$ cat src/rtl/mem_arbiter.sv
// ============================================================================
// Module      : mem_arbiter
// Description : Round-robin arbiter sharing one memory port between the
//               instruction-fetch path and the load/store path. Latches the
//               winning request, runs the memory handshake with a bus
//               timeout, and returns read data with a one-cycle done pulse.
// Revision    : 1.0 - initial release
// ============================================================================
`default_nettype none

module mem_arbiter #(
    parameter int ADDR_WIDTH = 32,
    parameter int DATA_WIDTH = 32,
    parameter int TIMEOUT    = 16
) (
    input  logic                      clk,
    input  logic                      reset,
    // instruction fetch port
    input  logic                      i_if_req,
    input  logic [ADDR_WIDTH-1:0]     i_if_addr,
    output logic [DATA_WIDTH-1:0]     o_if_rdata,
    output logic                      o_if_done,
    output logic                      o_if_err,
    // load/store port
    input  logic                      i_d_req,
    input  logic                      i_d_we,
    input  logic [ADDR_WIDTH-1:0]     i_d_addr,
    input  logic [DATA_WIDTH-1:0]     i_d_wdata,
    input  logic [DATA_WIDTH/8-1:0]   i_d_wstrb,
    output logic [DATA_WIDTH-1:0]     o_d_rdata,
    output logic                      o_d_done,
    output logic                      o_d_err,
    // memory port
    output logic                      o_mem_valid,
    output logic                      o_mem_we,
    output logic [ADDR_WIDTH-1:0]     o_mem_addr,
    output logic [DATA_WIDTH-1:0]     o_mem_wdata,
    output logic [DATA_WIDTH/8-1:0]   o_mem_wstrb,
    input  logic [DATA_WIDTH-1:0]     i_mem_rdata,
    input  logic                      i_mem_ready,
    // one-hot {data, fetch}
    output logic [1:0]                o_grant
);

    localparam int SW = DATA_WIDTH / 8;
    // Wait counter only needs to hold values up to TIMEOUT; keep at least 1 bit
    localparam int CW = (TIMEOUT > 0) ? $clog2(TIMEOUT + 1) : 1;
    // Counter value seen during the last permitted waiting cycle
    localparam logic [CW-1:0] C_CNT_LAST = (TIMEOUT > 0) ? CW'(TIMEOUT - 1) : '0;

    typedef enum logic [1:0] {
        S_IDLE   = 2'd0,
        S_ACCESS = 2'd1,
        S_RESP   = 2'd2
    } state_t;

    state_t                r_state;
    logic                  r_last_data;   // 1: last grant went to the data port
    logic [CW-1:0]         r_cnt;
    logic [1:0]            r_grant;
    logic                  r_valid;
    logic                  r_we;
    logic [ADDR_WIDTH-1:0] r_addr;
    logic [DATA_WIDTH-1:0] r_wdata;
    logic [SW-1:0]         r_wstrb;
    logic [DATA_WIDTH-1:0] r_if_rdata;
    logic [DATA_WIDTH-1:0] r_d_rdata;
    logic                  r_if_done;
    logic                  r_d_done;
    logic                  r_if_err;
    logic                  r_d_err;

    logic                  w_pick_data;
    logic                  w_timeout;

    // Data wins when it is the only requester, or on a tie when fetch went last
    assign w_pick_data = i_d_req && (!i_if_req || !r_last_data);

    // Timeout fires on the TIMEOUT-th ACCESS cycle without acknowledge
    assign w_timeout = (TIMEOUT != 0) && (r_cnt == C_CNT_LAST);

    // Arbitration FSM with all outputs registered
    always_ff @(posedge clk or posedge reset) begin
        if (reset) begin
            r_state     <= S_IDLE;
            r_last_data <= 1'b1;
            r_cnt       <= '0;
            r_grant     <= 2'b00;
            r_valid     <= 1'b0;
            r_we        <= 1'b0;
            r_addr      <= '0;
            r_wdata     <= '0;
            r_wstrb     <= '0;
            r_if_rdata  <= '0;
            r_d_rdata   <= '0;
            r_if_done   <= 1'b0;
            r_d_done    <= 1'b0;
            r_if_err    <= 1'b0;
            r_d_err     <= 1'b0;
        end else begin
            // done/err are single-cycle pulses
            r_if_done <= 1'b0;
            r_d_done  <= 1'b0;
            r_if_err  <= 1'b0;
            r_d_err   <= 1'b0;

            case (r_state)
                S_IDLE: begin
                    if (i_if_req || i_d_req) begin
                        if (w_pick_data) begin
                            r_grant     <= 2'b10;
                            r_addr      <= i_d_addr;
                            r_we        <= i_d_we;
                            r_wdata     <= i_d_wdata;
                            r_wstrb     <= i_d_wstrb;
                            r_last_data <= 1'b1;
                        end else begin
                            // fetches are always reads
                            r_grant     <= 2'b01;
                            r_addr      <= i_if_addr;
                            r_we        <= 1'b0;
                            r_wdata     <= '0;
                            r_wstrb     <= '0;
                            r_last_data <= 1'b0;
                        end
                        r_valid <= 1'b1;
                        r_cnt   <= '0;
                        r_state <= S_ACCESS;
                    end
                end

                S_ACCESS: begin
                    if (i_mem_ready) begin
                        // stores leave the read-data register untouched
                        if (!r_we) begin
                            if (r_grant[1]) begin
                                r_d_rdata <= i_mem_rdata;
                            end else begin
                                r_if_rdata <= i_mem_rdata;
                            end
                        end
                        r_if_done <= r_grant[0];
                        r_d_done  <= r_grant[1];
                        r_valid   <= 1'b0;
                        r_state   <= S_RESP;
                    end else if (w_timeout) begin
                        r_if_done <= r_grant[0];
                        r_d_done  <= r_grant[1];
                        r_if_err  <= r_grant[0];
                        r_d_err   <= r_grant[1];
                        r_valid   <= 1'b0;
                        r_state   <= S_RESP;
                    end else begin
                        r_cnt <= r_cnt + CW'(1);
                    end
                end

                S_RESP: begin
                    r_grant <= 2'b00;
                    r_state <= S_IDLE;
                end

                default: begin
                    r_grant <= 2'b00;
                    r_valid <= 1'b0;
                    r_state <= S_IDLE;
                end
            endcase
        end
    end

    assign o_mem_valid = r_valid;
    assign o_mem_we    = r_we;
    assign o_mem_addr  = r_addr;
    assign o_mem_wdata = r_wdata;
    assign o_mem_wstrb = r_wstrb;
    assign o_grant     = r_grant;
    assign o_if_rdata  = r_if_rdata;
    assign o_if_done   = r_if_done;
    assign o_if_err    = r_if_err;
    assign o_d_rdata   = r_d_rdata;
    assign o_d_done    = r_d_done;
    assign o_d_err     = r_d_err;

endmodule

`default_nettype wire

$ cat config.mk
export PLATFORM = sky130hd
export DESIGN_NAME = mem_arbiter
export DESIGN_NICKNAME = d
export VERILOG_FILES = /design/src/rtl/mem_arbiter.sv
export SDC_FILE = /design/constraint.sdc
export NUM_CORES = 1
export LEC_CHECK = 0
export BUFFER_PORTS_ARGS = -buffer_cell sky130_fd_sc_hd__buf_2
export CORE_AREA = 8 8 129 131
export DETAILED_ROUTE_END_ITERATION = 12
export DIE_AREA = 0 0 137 139
export GPL_TIMING_DRIVEN = 0
export PLACE_DENSITY = 0.76
export SLEW_MARGIN = 0
export SYNTH_ARGS = -nofsm -noshare
export SYNTH_HDL_FRONTEND = slang
export SYNTH_SLANG_ARGS = --single-unit
$ cat constraint.sdc
create_clock -name clk -period 4.4 [get_ports clk]
set_input_delay 0.22 -clock clk [delete_from_list [all_inputs] [get_ports clk]]
set_output_delay 0.22 -clock clk [all_outputs]
set_load 0.02 [all_outputs]
==> results.yml <==
place:
  gp_congestion: 0.8410
  placedCellCount: 887
  numPortBuffers: 277
  dp_hpwl_um: 13110
sta:
  timing.final.hold_violations: 0
  fin_setup_tns_ns: 0
  clock_skew_ns: 0.01278
  finalSetupViolations: 0
  fin_crit_ns: 2.102
  slew_violations: 0
  slew-limit-headroom_pct: 46.76
  timing.fmax_ghz: 0.4758
  fin_crit_sh_pct: 47.77
  tightest_slew_ns: 0.7985
  rsz0062_at_grt: "no"
  timing.hold.ws_ns: 0.02407
logic_synthesis:
  ys_ff_latch: 148
  syn_nets: 561
  synthTopCellsByArea: "dfrtp_1, mux2_4, mux2i_1"
  ys.flop_type: "dfrtp_1"
  yosysWarnings: 0
  syn_area_per_cell_um2: 14.70
  netlist_area_um2: 6190
  synthArstFlopShare_pct: 100.0
  ys_seq_area_share_pct: 59.85
  synth_edf_count: 0
  synth.largest_area_cell: "dfrtp_1"
  netlist.area_leader.share_pct: 59.43
  yosys.cell_types.count: 37
  synth_cells: 421
worst_setup_path:
  reg2reg_to: "r_cnt[4]"
  crit_required_ns: 4.65
  crit_type: "reg -> reg"
  cp.arrival_ns: 2.36
  critical_path_buf_inv_count: 0
  cpMaxStageDelayCell: "or4b_4"
  crit_top_cell: "ha_1"
  crit_path_end: "r_cnt[4]"
  rr_startpoint: "r_cnt[0]"
  worst-path-stages: 6
  cp_cell_sequence: "ha_1 > and3_1 > ha_1 > or4b_4 > o21ai_1 > o22ai_1"
  end_kind: "register"
  critPathTopFamily: "simple AND/OR/NAND/NOR gates"
  critPathLaunchType: "register"
  slowest_delay_ns: 0.53
  reg2reg_slack_ns: 2.30
  critical_path.startpoint: "r_cnt[0]"
  crit_path_max_fanout: 6
  reg2reg_depth: 6
cells_and_area:
  fill_cells: 1218
  diodes: 0
  multi_input_area_um2: 2207
  area_growth_pct: 36.06
  fin_cells: 923
  seqCellArea_um2: 3705
  final_common_cell: "buf_2"
  layout_common_cells: "buf_2, dfrtp_1, o21ai_0"
  final_nets: 862
  drive_above_1_share_pct: 53.74
pwr:
  switchingPower_mw: 2.658
  p_clk_share_pct: 19.5
  swShare_pct: 39.26
  p_total_mw: 6.771
  p_int_mw: 4.113
  cellLeakagePower_nw: 4.363
  p_comb_share_pct: 44.9
  peakVddDrop_uv: 433.3
  seqPwrFrac_pct: 35.7
  power_density_nw_per_um2: 804.0
grt:
  grt_pass1_vias: 5127
  grt_overflow: 0
  met1_usage_pct: 20.98
  grt_start_max_net_pins: 90
  grt_pass1_wl_um: 27080
  met3_usage_pct: 6.957
  busiest_layer: "met2"
  antenna_found_initial: 0
  grtUsageMet2_pct: 29.80
  grt_usage_pct: 17.98
detailed_routing:
  via_count: 4660
  drc: 0
  drt_iter0_drc: 191
  final_antenna_net_count: 0
  wl_um: 17220
  drtPass1Iterations: 5
  vias_per_cell: 5.049
  routedWlPerCell_um: 18.65
floorplan:
  ioPinCount: 278
  core_area_um2: 14750
  die_h_um: 139
  initial_utilization_pct: 41.96
  num_rows: 45
  die_w_um: 137
  die_area_um2: 19040
run_status:
  outcome: "completed"
cts:
  cts-resized-gates: 0
  ctsHoldBuffers: 2
  cts_tree: "built"
  cts.clk_slew.worst_paths_ns: 0.07
  cts_made_buffers: 17
  cts_buffer_depth: 2
  root_buffer: "clkbuf_16"
  postCtsSetupBuffers: 0
  clkLatencyLatePin_ns: 0.41
  clkSinkCount: 148
  ctsHtreeMaxLevel: 4
job:
  cap_violations: 0
worst_hold_path:
  hold_path_class: "in -> reg"
[cell usage after synthesis (2+ instances only)]
cell / n
o21ai_1: 5
nor2_1: 2
inv_1: 7
clkbuf_1: 9
a22o_1: 37
mux2_4: 60
buf_12: 6
buf_4: 6
dfrtp_1: 147
mux2i_1: 33
o22ai_1: 2
nand2b_1: 2
ha_1: 2
buf_2: 6
and3_1: 3
mux2_2: 5
buf_6: 2
a21oi_1: 3
and2_1: 3
o21ai_0: 64
[power groups by stage]
stage                     combinational [mW]  sequential [mW]  clock (mW)
after floorplan                         1.23             3.16           0
after global placement                  3.00             2.38           0
after detailed placement                3.08             2.42           0
after CTS                               3.08             2.42        1.35
after global routing                    3.25             2.49        1.41
final                                   3.04             2.42        1.32
[layer usage]
layer,part of all wire (%),routed length (um)
met5,0,0
met4,1.5,263
met3,9.3,1601
met2,49,8498
met1,40,6854
[kinds of logic (layout without fill, tap and decap cells)]
| kind of cell | count (synthesis) | in the layout | synth area share (%) |
|---|---|---|---|
| AND/OR/NAND/NOR | 20 | 20 | 2.385 |
| multiplexers | 98 | 98 | 20.80 |
| adder cells (fa/ha/maj) | 2 | 2 | 0.4042 |
| flip-flops | 148 | 148 | 59.85 |
| AO/OA/AOI/OAI | 117 | 117 | 12.07 |
| buffers and inverters | 36 | 350 | 4.488 |
[state kept, by name, summed over array words and instances, names as in the netlist]
register     cells
o_mem_valid      1
o_mem_addr      32
r_state          2
o_mem_wstrb      4
o_if_rdata      32
o_if_done        1
o_d_rdata       32
r_cnt            5
r_last_data      1
o_mem_we         1
o_d_err          1
o_mem_wdata     32
o_if_err         1
o_d_done         1
o_grant          2
[through the flow]
step | setup slack (ns) | util, % | cell area (um^2)
global placement | -1.150 | 52.95 | 7811
floorplan | 0.2020 | - | 6190
detailed placement | 2.307 | 53.17 | 7844
global route | 2.220 | 57.09 | 8422
finish | 2.298 | 57.09 | 8422
CTS | 2.298 | 56.96 | 8402
[layout make-up]
type	count	share of cell area (%)
flip-flops and latches	148	43.99
multi-input cells	237	26.21
repair buffers	282	17.26
clock buffers	25	5.764
plain buffers	29	2.986
well taps	188	2.793
clock inverters	7	0.6240
inverters	7	0.3714
[worst register-to-register path: stages, from the launching register on]
cell and delay [ns]:
dfrtp_1 0.40, ha_1 0.22, and3_1 0.15, ha_1 0.24, or4b_4 0.53, o21ai_1 0.24, o22ai_1 0.17
[how the worst min path moves through the flow]
stage | from | to | slack (ns) | depth (start not counted)
global placement | i_d_wdata[5] | o_mem_wdata[5] | 0.44 | 2
floorplan | i_d_wdata[0] | o_mem_wdata[0] | 0.35 | 1
CTS | i_d_wdata[23] | o_mem_wdata[23] | 0.002 | 2
detailed placement | reset | o_mem_wdata[22] | 0.44 | 2
global route | i_d_wdata[3] | o_mem_wdata[3] | 0.004 | 2
finish | i_d_wstrb[3] | o_mem_wstrb[3] | 0.02 | 2
No activity file was read; power rests on OpenSTA's default activity.
